`src/rtl/dac_sched_pkg.sv`:
```
// rtl/dac_sched_pkg.sv - shared state type and sizing helpers for the DAC TDM scheduler
package dac_sched_pkg;

   typedef enum logic [2:0] {
      IDLE,
      DRIVE_L,
      HOLD_L,
      DRIVE_R,
      HOLD_R
   } state_t;

   localparam int DEF_SETTLE = 4;
   localparam int DEF_HOLD   = 2;

   // One counter times every phase, so it must reach max(settle, hold) - 1.
   function automatic int cnt_width(input int settle, input int hold);
      int m;
      m = (settle > hold) ? settle : hold;
      return (m > 1) ? $clog2(m) : 1;
   endfunction

   localparam int CNT_W = cnt_width(DEF_SETTLE, DEF_HOLD);

   function automatic logic [31:0] midscale(input int width);
      return 32'd1 << (width - 1);
   endfunction

endpackage

```
`src/rtl/dac_code_conv.sv`:
```
// rtl/dac_code_conv.sv - signed sample to offset-binary DAC code (truncating)
module dac_code_conv
   import dac_sched_pkg::*;
#(
   parameter int IN_W  = 32,
   parameter int DAC_W = 8
) (
   input  logic [IN_W-1:0]  sample,
   output logic [DAC_W-1:0] code
);

   localparam logic [DAC_W-1:0] MID = DAC_W'(midscale(DAC_W));

   logic [DAC_W-1:0] w_top;

   assign w_top = sample[IN_W-1 -: DAC_W];
   assign code  = w_top ^ MID;

   // Bits below the DAC resolution are deliberately discarded.
   generate
      if (IN_W > DAC_W) begin : g_lsbs
         logic w_unused_lsbs;
         assign w_unused_lsbs = ^sample[IN_W-DAC_W-1:0];
      end
   endgenerate

endmodule

```
`src/rtl/dac_tdm_sched.sv`:
```
// rtl/dac_tdm_sched.sv - time-multiplexes one R2R DAC port between left and right channels
module dac_tdm_sched
   import dac_sched_pkg::*;
#(
   parameter int IN_W   = 32,
   parameter int DAC_W  = 8,
   parameter int SETTLE = 4,
   parameter int HOLD   = 2
) (
   input  logic             clk,
   input  logic             rst_n,
   input  logic [IN_W-1:0]  sample_l,
   input  logic [IN_W-1:0]  sample_r,
   input  logic             sample_stb,
   input  logic             mute,
   input  logic             clr_ovr,
   output logic [DAC_W-1:0] dac_dat,
   output logic             sh_l,
   output logic             sh_r,
   output logic             busy,
   output logic             overrun
);

   localparam int              CW        = cnt_width(SETTLE, HOLD);
   localparam logic [DAC_W-1:0] MID      = DAC_W'(midscale(DAC_W));
   localparam logic [CW-1:0]   SET_LAST  = CW'(SETTLE - 1);
   localparam logic [CW-1:0]   HOLD_LAST = CW'(HOLD - 1);

   state_t           r_state, w_state_nxt;
   logic [CW-1:0]    r_cnt, w_cnt_nxt;
   logic [DAC_W-1:0] r_code_l, r_code_r, r_pend_l, r_pend_r;
   logic             r_pend_valid, r_ovr;
   logic [DAC_W-1:0] w_in_l, w_in_r, w_src_l, w_src_r;
   logic             w_last, w_load, w_from_pend, w_pend_wr, w_pend_clr, w_ovr_set;

   dac_code_conv #(.IN_W(IN_W), .DAC_W(DAC_W)) u_conv_l (.sample(sample_l), .code(w_in_l));
   dac_code_conv #(.IN_W(IN_W), .DAC_W(DAC_W)) u_conv_r (.sample(sample_r), .code(w_in_r));

   assign w_src_l = w_from_pend ? r_pend_l : w_in_l;
   assign w_src_r = w_from_pend ? r_pend_r : w_in_r;

   always_comb begin
      w_state_nxt = r_state;
      w_cnt_nxt   = r_cnt + CW'(1);
      w_last      = 1'b0;
      w_load      = 1'b0;
      w_from_pend = 1'b0;
      w_pend_wr   = 1'b0;
      w_pend_clr  = 1'b0;
      w_ovr_set   = 1'b0;
      unique case (r_state)
         IDLE: begin
            w_cnt_nxt = '0;
            if (sample_stb) begin
               w_load      = 1'b1;
               w_state_nxt = DRIVE_L;
            end
         end
         DRIVE_L: if (r_cnt == SET_LAST) begin
            w_cnt_nxt   = '0;
            w_state_nxt = HOLD_L;
         end
         HOLD_L: if (r_cnt == HOLD_LAST) begin
            w_cnt_nxt   = '0;
            w_state_nxt = DRIVE_R;
         end
         DRIVE_R: if (r_cnt == SET_LAST) begin
            w_cnt_nxt   = '0;
            w_state_nxt = HOLD_R;
         end
         HOLD_R: if (r_cnt == HOLD_LAST) begin
            w_last    = 1'b1;
            w_cnt_nxt = '0;
            // A strobe on the frame boundary beats anything waiting in pending.
            if (sample_stb) begin
               w_load      = 1'b1;
               w_pend_clr  = 1'b1;
               w_ovr_set   = r_pend_valid;
               w_state_nxt = DRIVE_L;
            end else if (r_pend_valid) begin
               w_load      = 1'b1;
               w_from_pend = 1'b1;
               w_pend_clr  = 1'b1;
               w_state_nxt = DRIVE_L;
            end else begin
               w_state_nxt = IDLE;
            end
         end
         default: begin
            w_state_nxt = IDLE;
            w_cnt_nxt   = '0;
         end
      endcase
      if (sample_stb && (r_state != IDLE) && !w_last) begin
         w_pend_wr = 1'b1;
         w_ovr_set = r_pend_valid;
      end
   end

   always_ff @(posedge clk or negedge rst_n) begin
      if (!rst_n) begin
         r_state      <= IDLE;
         r_cnt        <= '0;
         r_code_l     <= MID;
         r_code_r     <= MID;
         r_pend_l     <= MID;
         r_pend_r     <= MID;
         r_pend_valid <= 1'b0;
         r_ovr        <= 1'b0;
      end else begin
         r_state <= w_state_nxt;
         r_cnt   <= w_cnt_nxt;
         if (w_load) begin
            r_code_l <= mute ? MID : w_src_l;
            r_code_r <= mute ? MID : w_src_r;
         end
         if (w_pend_wr) begin
            r_pend_l     <= w_in_l;
            r_pend_r     <= w_in_r;
            r_pend_valid <= 1'b1;
         end else if (w_pend_clr) begin
            r_pend_valid <= 1'b0;
         end
         if (w_ovr_set) begin
            r_ovr <= 1'b1;
         end else if (clr_ovr) begin
            r_ovr <= 1'b0;
         end
      end
   end

   // In IDLE the R code stays on the port; after reset both codes are midscale.
   assign dac_dat = ((r_state == DRIVE_L) || (r_state == HOLD_L)) ? r_code_l : r_code_r;
   assign sh_l    = (r_state == HOLD_L);
   assign sh_r    = (r_state == HOLD_R);
   assign busy    = (r_state != IDLE);
   assign overrun = r_ovr;

endmodule
```
`config.mk`:
```
export PLATFORM = sky130hd
export DESIGN_NAME = dac_tdm_sched
export DESIGN_NICKNAME = d
export VERILOG_FILES = /design/src/rtl/dac_sched_pkg.sv /design/src/rtl/dac_code_conv.sv /design/src/rtl/dac_tdm_sched.sv
export SDC_FILE = /design/constraint.sdc
export NUM_CORES = 1
export LEC_CHECK = 0
export BUFFER_PORTS_ARGS = -buffer_cell sky130_fd_sc_hd__buf_2
export CAP_MARGIN = 0
export CORE_MARGIN = 2
export CORE_UTILIZATION = 24
export CTS_CLUSTER_DIAMETER = 80
export DETAILED_ROUTE_END_ITERATION = 12
export PLACE_DENSITY_LB_ADDON = 0.15
export SYNTH_ARGS = -nofsm -noshare
export SYNTH_HDL_FRONTEND = slang
export SYNTH_SLANG_ARGS = --single-unit
```
`constraint.sdc`:
```
create_clock -name clk -period 4.1 [get_ports clk]
set_input_delay 0.82 -clock clk [delete_from_list [all_inputs] [get_ports clk]]
set_output_delay 0.82 -clock clk [all_outputs]
set_load 0.1 [all_outputs]
```
==> results of run 1 <==
[per-stage QoR]
step                setup slack, ns  power, mW  std cells  hold slack, ns  instance area, um^2
floorplan                     0.348       1.47        169           0.444                 1920
finish                         1.01       1.87        303           0.465                 2240
global route                  0.815       1.99        303           0.476                 2240
detailed placement             1.28       1.64        295           0.453                 2150
global placement               1.29       1.63        295           0.455                 2150
CTS                           0.950       1.90        303           0.466                 2240
[worst max-delay path, stage by stage (launching register included)]
cell     delay (ns)
dfrtp_1        0.52
xnor2_1        0.18
nor2_1         0.56
mux2_2         0.29
buf_2          0.42
[area by class of cell]
cell class	count	area (um^2)	area share
clock inverters	2	12.5	0.00559
well taps	102	128	0.0570
inverters	10	37.5	0.0168
multi-input cells	110	831	0.371
clock buffers	6	72.6	0.0324
repair buffers	34	175	0.0783
flip-flops and latches	39	981	0.438
[flip-flops by register name, summed over array words and instances, names as in the netlist]
| name | cells |
|---|---|
| r_code_l | 8 |
| r_code_r | 8 |
| r_pend_l | 8 |
| r_pend_r | 8 |
| r_state | 3 |
| r_cnt | 2 |
| overrun | 1 |
| r_pend_valid | 1 |
[kinds of logic (layout without fill, tap and decap cells)]
logic type | after synthesis | after routing
flops | 39 | 39
xor+xnor | 2 | 2
fa+ha+maj | 4 | 4
compound gates | 31 | 31
simple gates | 35 | 35
buf+inv | 20 | 52
mux | 38 | 38
[synthesized netlist by cell type, types with 2 or more instances]
cell type  count
o21ai_1        9
nand2_1       25
inv_1         10
buf_6          4
ha_1           4
mux2i_1       17
buf_2          5
mux2_2        21
a21oi_1        3
nor2_1         5
dfstp_2        4
a2bb2oi_1      2
dfrtp_1       35
o21ai_0        9
[per-layer routing]
metal	global-route usage	wire, um
met3	0.0314	179
met5	0	0
met1	0.140	2140
met4	0.0331	59
met2	0.143	1740
[worst max-delay path by stage]
stage                           start          to  slack (ns)  cells past startpoint
2_1_floorplan  r_state[0]$_DFFE_PN0P_  dac_dat[7]        0.35                      4
3_3_place_gp   r_state[0]$_DFFE_PN0P_  dac_dat[4]        1.29                      4
3_5_place_dp   r_state[0]$_DFFE_PN0P_  dac_dat[5]        1.28                      4
4_1_cts        r_state[0]$_DFFE_PN0P_  dac_dat[3]        0.95                      4
5_1_grt        r_state[1]$_DFFE_PN0P_  dac_dat[7]        0.81                      5
6_report       r_state[1]$_DFFE_PN0P_  dac_dat[3]        1.01                      4
[power by group through the flow]
stage	combinational (mW)	clock [mW]	sequential [mW]
finish	0.992	0.258	0.622
global route	1.06	0.284	0.642
CTS	1.01	0.269	0.622
detailed placement	1.01	0	0.629
global placement	1.00	0	0.625
floorplan	0.874	0	0.600
==> metrics.md, run 1 <==
| Metric | Value |
|---|---|
| Worst Hold End | `r_code_l[7]$_DFFE_PN1P_` |
| Fin crit share | `0.754` |
| Post-Synth Adder-Cell Area | `0.0260` |
| Vias/cell | `4.21` |
| CTS Buffer Depth | `2` |
| Fin crit period | `3.09 ns` |
| Worst Skew | `0.00591 ns` |
| Min-delay src | `r_code_l[7]$_DFFE_PN1P_` |
| Compound-Gate Fraction of Synth Area | `0.102` |
| Maximum level of the CTS H-tree | `2` |
| Setup Fix Bufs, Post-CTS | `0` |
| Run status | `finished, final reports clean` |
| Nets | `273` |
| Count of different cell masters after synthesis | `30` |
| Starting DRT DRC Count | `44` |
| Die area | `8750 um^2` |
| Worst-path clk slew | `0.07 ns` |
| Synth Flop Type | `dfrtp_1` |
| Crit Path Max Fanout | `10` |
| Worst r2r path cells | `6` |
| Setup TNS | `0 ns` |
| First-pass GRT wire length | `6600 um` |
| Vias | `1276` |
| Ys async rst share | `1.00` |
| Reg2reg start | `r_cnt[1]$_DFF_PN0_` |
| Hold Path Class | `reg -> reg` |
| WP data required | `3.28 ns` |
| Crit path kind | `reg -> out` |
| Power per Cell Area | `837 nW/um^2` |
| XOR/XNOR Fraction of Synth Area | `0.00911` |
| Root buf cell | `clkbuf_8` |
| Seq cells post-synth | `39` |
| Share of cells above drive strength 1 | `0.353` |
| Slew @ Worst Pin | `0.929 ns` |
| Pint | `0.908 mW` |
| Initial antenna violation count | `0` |
| Mux share of post-synthesis cell area | `0.211` |
| LEAKAGE | `1.14 nW` |
| DR pass1 iterations | `4` |
| Vias in the first global route | `1270` |
| Clock power share | `0.138` |
| Initial Util | `0.249` |
| CTS tree | `done` |
| Number of cell rows | `32` |
| Switching Share | `0.515` |
| Synth area leader | `dfrtp_1` |
| Yosys top cell area share | `0.455` |
| CP startpoint kind | `register` |
| Die X | `93.5 um` |
| Comb pwr share | `0.530` |
| Reg2Reg Setup Slack | `1.87 ns` |
| Fin. max-slew vios | `0` |
| Top cells by area, synth | `dfrtp_1 (46%), mux2_2 (12%), mux2i_1 (8.8%)` |
| Fmax | `323 MHz` |
| Net load switching power | `0.964 mW` |
| Reg2Reg Capture Point | `r_code_r[3]$_DFFE_PN0P_` |
| Synth Warn # | `0` |
| Clk sinks | `39` |
| Post-synth EDFFs | `0` |
| N_diodes | `0` |
| Gp weighted congestion | `0.769` |
| Total gr overflow | `0` |
| Crit. End Element | `output pin` |
| Cts repair resizes | `0` |
| Drt wl/cell | `13.6 um` |
| Max Cap Violations | `0` |
| Simple logic cell fraction of the synthesized area | `0.0833` |
| Power share of the sequential group | `0.332` |
| Worst Path Arrival | `2.27 ns` |
| Syn Std Cell Area | `1920 um^2` |
| Total GRT Usage | `0.0993` |
| Relative slew slack | `0.381` |
| Worst-skew pair later-pin latency | `0.29 ns` |
| Number of I/O port buffers | `32` |
| Final Hold Viols | `0` |
| Largest family of logic cells by synthesized area | `multiplexers` |
| Residual DRC count | `0` |
| Max VDD drop | `0.275 mV` |
| IO Pins | `81` |
| Synthesized area per cell | `11.4 um^2` |
| Total CTS buffers | `5` |
| Final core utilization | `0.290` |
| Final wirelength | `4120 um` |
| Die extent in y | `93.5 um` |
| Worst Hold Depth | `2` |
| Largest net degree at the start of global routing | `40` |
| Sequential area share after synthesis | `0.510` |
| CORE AREA | `7730 um^2` |
| HPWL Detailed | `2800 um` |
| Antenna-violating nets left | `0` |
| Area Growth Syn to Fin | `16.3%` |
| Layout fillers | `812` |
| Syn Inst Count | `169` |
| Total nets after synthesis | `242` |
| Most frequent cells in the layout | `dfrtp_1 (35), buf_2 (32), nand2_1 (25)` |
| RSZ-0062 raised after global routing | `no` |
| Final setup vio count | `0` |
| Post-CTS Hold Fix Bufs | `0` |
| Commonest non-fill, non-tap cell in the layout | `dfrtp_1` |
Power figures use the tool's default switching activity.
==> run 2: changes to the inputs <==
==> constraint.sdc (replaced) <==
create_clock -name clk -period 3.1 [get_ports clk]
set_input_delay 0.62 -clock clk [delete_from_list [all_inputs] [get_ports clk]]
set_output_delay 0.62 -clock clk [all_outputs]
set_load 0.1 [all_outputs]
==> metrics.md, run 2 (synthesis results as in run 1) <==
| Metric | Value |
|---|---|
| Initial antenna violation count | `0 (unchanged)` |
| Max VDD drop | `0.586 mV (+110%)` |
| Die area | `8750 um^2 (unchanged)` |
| Worst stage delay on the critical path | `0.52 ns (-0.04 ns)` |
| Most frequent cells in the layout | `dfrtp_1 (35), buf_2 (32), nand2_1 (25)` |
| Largest net degree at the start of global routing | `40 (unchanged)` |
| Worst Path Arrival | `1.94 ns (-0.33 ns)` |
| Residual DRC count | `0 (unchanged)` |
| Switching Share | `0.512 (-0.00272)` |
| CORE AREA | `7730 um^2 (unchanged)` |
| Final hold slack | `0.458 ns (-0.00703 ns)` |
| Maximum level of the CTS H-tree | `2 (unchanged)` |
| CTS Buffer Depth | `2 (unchanged)` |
| Setup ws final | `0.544 ns (-0.464 ns)` |
| Clock power share | `0.136 (-0.002)` |
| Worst-path clk slew | `0.08 ns (about the same)` |
| Commonest non-fill, non-tap cell in the layout | `dfrtp_1` |
| RSZ-0062 raised after global routing | `no` |
| Net load switching power | `1.28 mW (+33%)` |
| DP Worst Slack | `0.837 ns (-0.439 ns)` |
| Die X | `93.5 um (unchanged)` |
| Hold Path Class | `in -> async` |
| Power share of the sequential group | `0.329 (-0.003)` |
| Setup Fix Bufs, Post-CTS | `0 (unchanged)` |
| Comb pwr share | `0.535 (+0.005)` |
| CP max-delay cell | `dfrtp_1` |
| Starting DRT DRC Count | `54 (+23%)` |
| CP startpoint kind | `register` |
| Die extent in y | `93.5 um (unchanged)` |
| Vias/cell | `4.23 (+0.36%)` |
| Root buf cell | `clkbuf_8` |
| Fin. max-slew vios | `0 (unchanged)` |
| Final Hold Viols | `0 (unchanged)` |
| Fmax | `391 MHz` |
| Final setup vio count | `0 (unchanged)` |
| Fin crit share | `0.824` |
| Initial Util | `0.249 (unchanged)` |
| Crit. End Element | `output pin` |
| Max Cap Violations | `0 (unchanged)` |
| Antenna-violating nets left | `0 (unchanged)` |
| Power per Cell Area | `1110 nW/um^2 (+33%)` |
| Total gr overflow | `0 (unchanged)` |
| First-pass GRT wire length | `6760 um (+2.5%)` |
| DR pass1 iterations | `4 (unchanged)` |
| Cts repair resizes | `0 (unchanged)` |
| IO Pins | `81 (unchanged)` |
| Sequential Area | `981 um^2 (unchanged)` |
| Run status | `finished, final reports clean` |
| Worst Skew | `0.00737 ns (+0.00146 ns)` |
| Worst-skew pair later-pin latency | `0.29 ns (about the same)` |
| Slew @ Worst Pin | `0.911 ns (-0.0177 ns)` |
| Setup TNS | `0 ns (unchanged)` |
| Post-CTS Hold Fix Bufs | `0 (unchanged)` |
| Vias | `1289 (+1.0%)` |
| Nets | `275 (+0.73%)` |
| CTS tree | `done` |
| Fin crit period | `2.56 ns` |
| HPWL Detailed | `2850 um (+1.8%)` |
| Drt wl/cell | `13.6 um (about the same)` |
| Vias in the first global route | `1273 (+0.24%)` |
| Final wirelength | `4150 um (+0.66%)` |
| Number of I/O port buffers | `32 (unchanged)` |
| N_diodes | `0 (unchanged)` |
| WP data required | `2.48 ns (-0.80 ns)` |
| LEAKAGE | `1.15 nW (+0.84%)` |
| Layout fillers | `823 (+1.4%)` |
| Number of cell rows | `32 (unchanged)` |
| Total GRT Usage | `0.101 (+0.00201)` |
| Crit Path Max Fanout | `10 (unchanged)` |
| Total CTS buffers | `5 (unchanged)` |
| CP cell instances | `xnor2_1 > nor2_1 > buf_4 > mux2_2 > buf_2` |
| Area Growth Syn to Fin | `17.1%` |
| Relative slew slack | `0.393 (+0.0118)` |
| Clk sinks | `39 (unchanged)` |
| Share of cells above drive strength 1 | `0.360 (+0.00637)` |
| Crit path kind | `reg -> out` |
| Pint | `1.22 mW (+35%)` |
| Gp weighted congestion | `0.715 (-7.0%)` |
| Area of the multi-input gates | `831 um^2 (unchanged)` |
==> run 2: final timing paths <==
check / startpoint / to / slack (ns) / cells past startpoint
worst max-delay path: r_state[0]$_DFFE_PN0P_ / dac_dat[5] / 0.54 / 5
worst min-delay path: rst_n / r_pend_l[2]$_DFFE_PN0P_ / 0.46 / 1
worst max register to register: r_cnt[1]$_DFF_PN0_ / r_code_r[5]$_DFFE_PN0P_ / 0.88 / 6
worst min register to register: r_code_l[7]$_DFFE_PN1P_ / r_code_l[7]$_DFFE_PN1P_ / 0.46 / 2
max in group asynchronous: rst_n / r_cnt[1]$_DFF_PN0_ / 2.07 / 1
min in group clk: r_code_l[7]$_DFFE_PN1P_ / r_code_l[7]$_DFFE_PN1P_ / 0.46 / 2
==> run 2: power groups by stage <==
| stage | registers (mW) | clock network (mW) | logic (mW) |
|---|---|---|---|
| after floorplan | 0.794 | 0 | 1.16 |
| after global placement | 0.830 | 0 | 1.35 |
| after detailed placement | 0.834 | 0 | 1.36 |
| after CTS | 0.825 | 0.360 | 1.36 |
| after global routing | 0.851 | 0.384 | 1.43 |
| final | 0.824 | 0.341 | 1.34 |
==> run 2: layout make-up <==
| class | count | share of cell area |
|---|---|---|
| tap | 102 | 0.0567 |
| clock inverter | 2 | 0.00556 |
| timing repair buffer | 36 | 0.0844 |
| inverter | 10 | 0.0167 |
| sequential | 39 | 0.436 |
| clock buffer | 6 | 0.0322 |
| multi-input combinational | 110 | 0.369 |
==> run 2: per-stage QoR <==
step,total power [mW],cells,area (um^2),util
after floorplan,1.95,169,1920,-
after global placement,2.18,297,2170,0.280
after detailed placement,2.19,297,2170,0.280
after CTS,2.55,305,2250,0.291
after global routing,2.66,305,2250,0.291
final,2.51,305,2250,0.291
==> run 2: critical path, delay by kind of cell (launching register included) <==
kind	cells	cell delay [ns]
flip-flops	1	0.52
buffers and inverters	2	0.48
XOR/XNOR	1	0.19
multiplexers	1	0.36
AND/OR/NAND/NOR	1	0.10
==> run 2: layer usage <==
| metal | track usage | vias to the layer above | wire length [um] |
|---|---|---|---|
| li1 | - | 646 | - |
| met1 | 0.147 | 622 | 2200 |
| met2 | 0.144 | 17 | 1770 |
| met3 | 0.0282 | 4 | 120 |
| met4 | 0.0331 | 0 | 45 |
| met5 | 0 | - | 0 |
==> run 3: changes to the inputs <==
==> constraint.sdc (replaced) <==
create_clock -name clk -period 2.28 [get_ports clk]
set_input_delay 0.456 -clock clk [delete_from_list [all_inputs] [get_ports clk]]
set_output_delay 0.456 -clock clk [all_outputs]
set_load 0.1 [all_outputs]
==> metrics.md, run 3 (synthesis results as in run 1) <==
| Metric | Value |
|---|---|
| Run status | `finished, final reports clean` |
| RSZ-0062 raised after global routing | `yes` |
| CORE AREA | `7730 um^2 (unchanged)` |
| Vias/cell | `4.28 (+1.3%)` |
| Root buf cell | `clkbuf_8` |
| Drt wl/cell | `13.6 um (-0.25%)` |
| Worst Path Arrival | `1.72 ns (-0.22 ns)` |
| Met3 WL post-DR | `159 um (+33%)` |
| Fmax | `459 MHz` |
| HPWL Detailed | `2980 um (+4.7%)` |
| Worst r2r path cells | `6 (unchanged)` |
| N_diodes | `0 (unchanged)` |
| DP Worst Slack | `0.205 ns (-0.632 ns)` |
| CTS tree | `done` |
| Die area | `8750 um^2 (unchanged)` |
| Worst-path clk slew | `0.08 ns (about the same)` |
| Share of cells above drive strength 1 | `0.397 (+0.0375)` |
| Max Cap Violations | `0 (unchanged)` |
| DR pass1 iterations | `4 (unchanged)` |
| CP startpoint kind | `register` |
| Number of I/O port buffers | `32 (unchanged)` |
| Residual DRC count | `0 (unchanged)` |
| Crit. End Element | `output pin` |
| LEAKAGE | `1.23 nW (+7.5%)` |
| Placed inst area | `2360 um^2 (+8.9%)` |
| Antenna-violating nets left | `0 (unchanged)` |
| Overall Power | `4.03 mW (+61%)` |
| Clk sinks | `39 (unchanged)` |
| Final hold slack | `0.118 ns (-0.340 ns)` |
| Largest net degree at the start of global routing | `21 (-48%)` |
| Starting DRT DRC Count | `23 (-57%)` |
| Vias in the first global route | `1371 (+7.7%)` |
| Total GRT Usage | `0.103 (+0.00210)` |
| Hold Path Class | `in -> async` |
| Gp weighted congestion | `0.721 (+0.88%)` |
| WP data required | `1.82 ns (-0.66 ns)` |
| Final instance area | `2490 um^2 (+11%)` |
| Nets | `281 (+2.2%)` |
| Total gr overflow | `0 (unchanged)` |
| IO Pins | `81 (unchanged)` |
| Area Growth Syn to Fin | `29.5%` |
| Commonest non-fill, non-tap cell in the layout | `dfrtp_1` |
| Final Hold Viols | `0 (unchanged)` |
| Most frequent cells in the layout | `dfrtp_1 (35), nand2_1 (25), buf_2 (23)` |
| Fin. max-slew vios | `0 (unchanged)` |
| Worst Skew | `0.00393 ns (-0.00345 ns)` |
| WL met1 | `2060 um (-6.5%)` |
| Relative slew slack | `0.597 (+0.205)` |
| Total CTS buffers | `5 (unchanged)` |
| Vias | `1332 (+3.3%)` |
| Initial Util | `0.249 (unchanged)` |
| Crit path kind | `reg -> out` |
| Die extent in y | `93.5 um (unchanged)` |
| Final wirelength | `4220 um (+1.7%)` |
| Initial antenna violation count | `0 (unchanged)` |
| Worst-skew pair later-pin latency | `0.29 ns (about the same)` |
| Final core utilization | `0.322 (+0.0309)` |
| Max VDD drop | `1.26 mV (+120%)` |
| First-pass GRT wire length | `6910 um (+2.2%)` |
| Die X | `93.5 um (unchanged)` |
| DR top layer | `met4` |
| Fin crit share | `0.956` |
| CTS Buffer Depth | `2 (unchanged)` |
| Slew @ Worst Pin | `0.604 ns (-0.307 ns)` |
| Crit Path Max Fanout | `4 (-6)` |
| Final setup vio count | `0 (unchanged)` |
| WL met2 | `1950 um (+9.8%)` |
| Fin crit period | `2.18 ns` |
| Power per Cell Area | `1620 nW/um^2 (+45%)` |
| Setup ws final | `0.0997 ns (-0.444 ns)` |
| Number of cell rows | `32 (unchanged)` |
| Maximum level of the CTS H-tree | `2 (unchanged)` |
## run 3: critical path, cell delays in order, from the launching register on
cell     delay, ns
dfrtp_1       0.42
xnor2_1       0.14
nor2_1        0.15
buf_4         0.18
mux2_2        0.37
buf_12        0.17
## run 3: per-layer routing
layer | vias to the layer above | track usage
met3 | 5 | 0.0234
met1 | 646 | 0.142
met2 | 22 | 0.163
met4 | 0 | 0.0294
met5 | - | 0
li1 | 659 | -
## run 3: stage by stage
| stage | TNS (ns) | instances |
|---|---|---|
| 6_report | 0 | 311 |
| 5_1_grt | -0.00106 | 311 |
| 3_3_place_gp | 0 | 302 |
| 2_1_floorplan | 0 | 169 |
| 4_1_cts | 0 | 310 |
| 3_5_place_dp | 0 | 302 |
## run 3: final cells by class
cell class / instances / area [um^2]
repair buffers: 42 / 383
fillers: 789 / 5240
inverters: 10 / 41.3
well taps: 102 / 128
multi-input cells: 110 / 841
clock buffers: 6 / 82.6
flip-flops and latches: 39 / 981
clock inverters: 2 / 35.0
## run 3: path summary, 6_finish.rpt
check,slack (ns),end,startpoint
min in group clk,0.33,r_pend_r[7]$_DFFE_PN1P_,sample_r[31]
worst max register to register,0.22,r_code_r[3]$_DFFE_PN0P_,r_cnt[1]$_DFF_PN0_
worst min-delay path,0.12,r_pend_r[4]$_DFFE_PN0P_,rst_n
worst max-delay path,0.1,dac_dat[1],r_state[1]$_DFFE_PN0P_
worst min register to register,0.47,r_code_l[7]$_DFFE_PN1P_,r_code_l[7]$_DFFE_PN1P_
max in group asynchronous,1.61,r_pend_l[7]$_DFFE_PN1P_,rst_n
## run 3: power breakdown
group          internal, mW  switching [mW]
combinational         0.894            1.45
clock                 0.354           0.248
sequential            0.946           0.131
## run 3: what timing repair did
action	in CTS	in global routing
hold buffers	0	0
buffers inserted	0	1
resized for setup	0	2
endpoints found under the setup margin	0	6
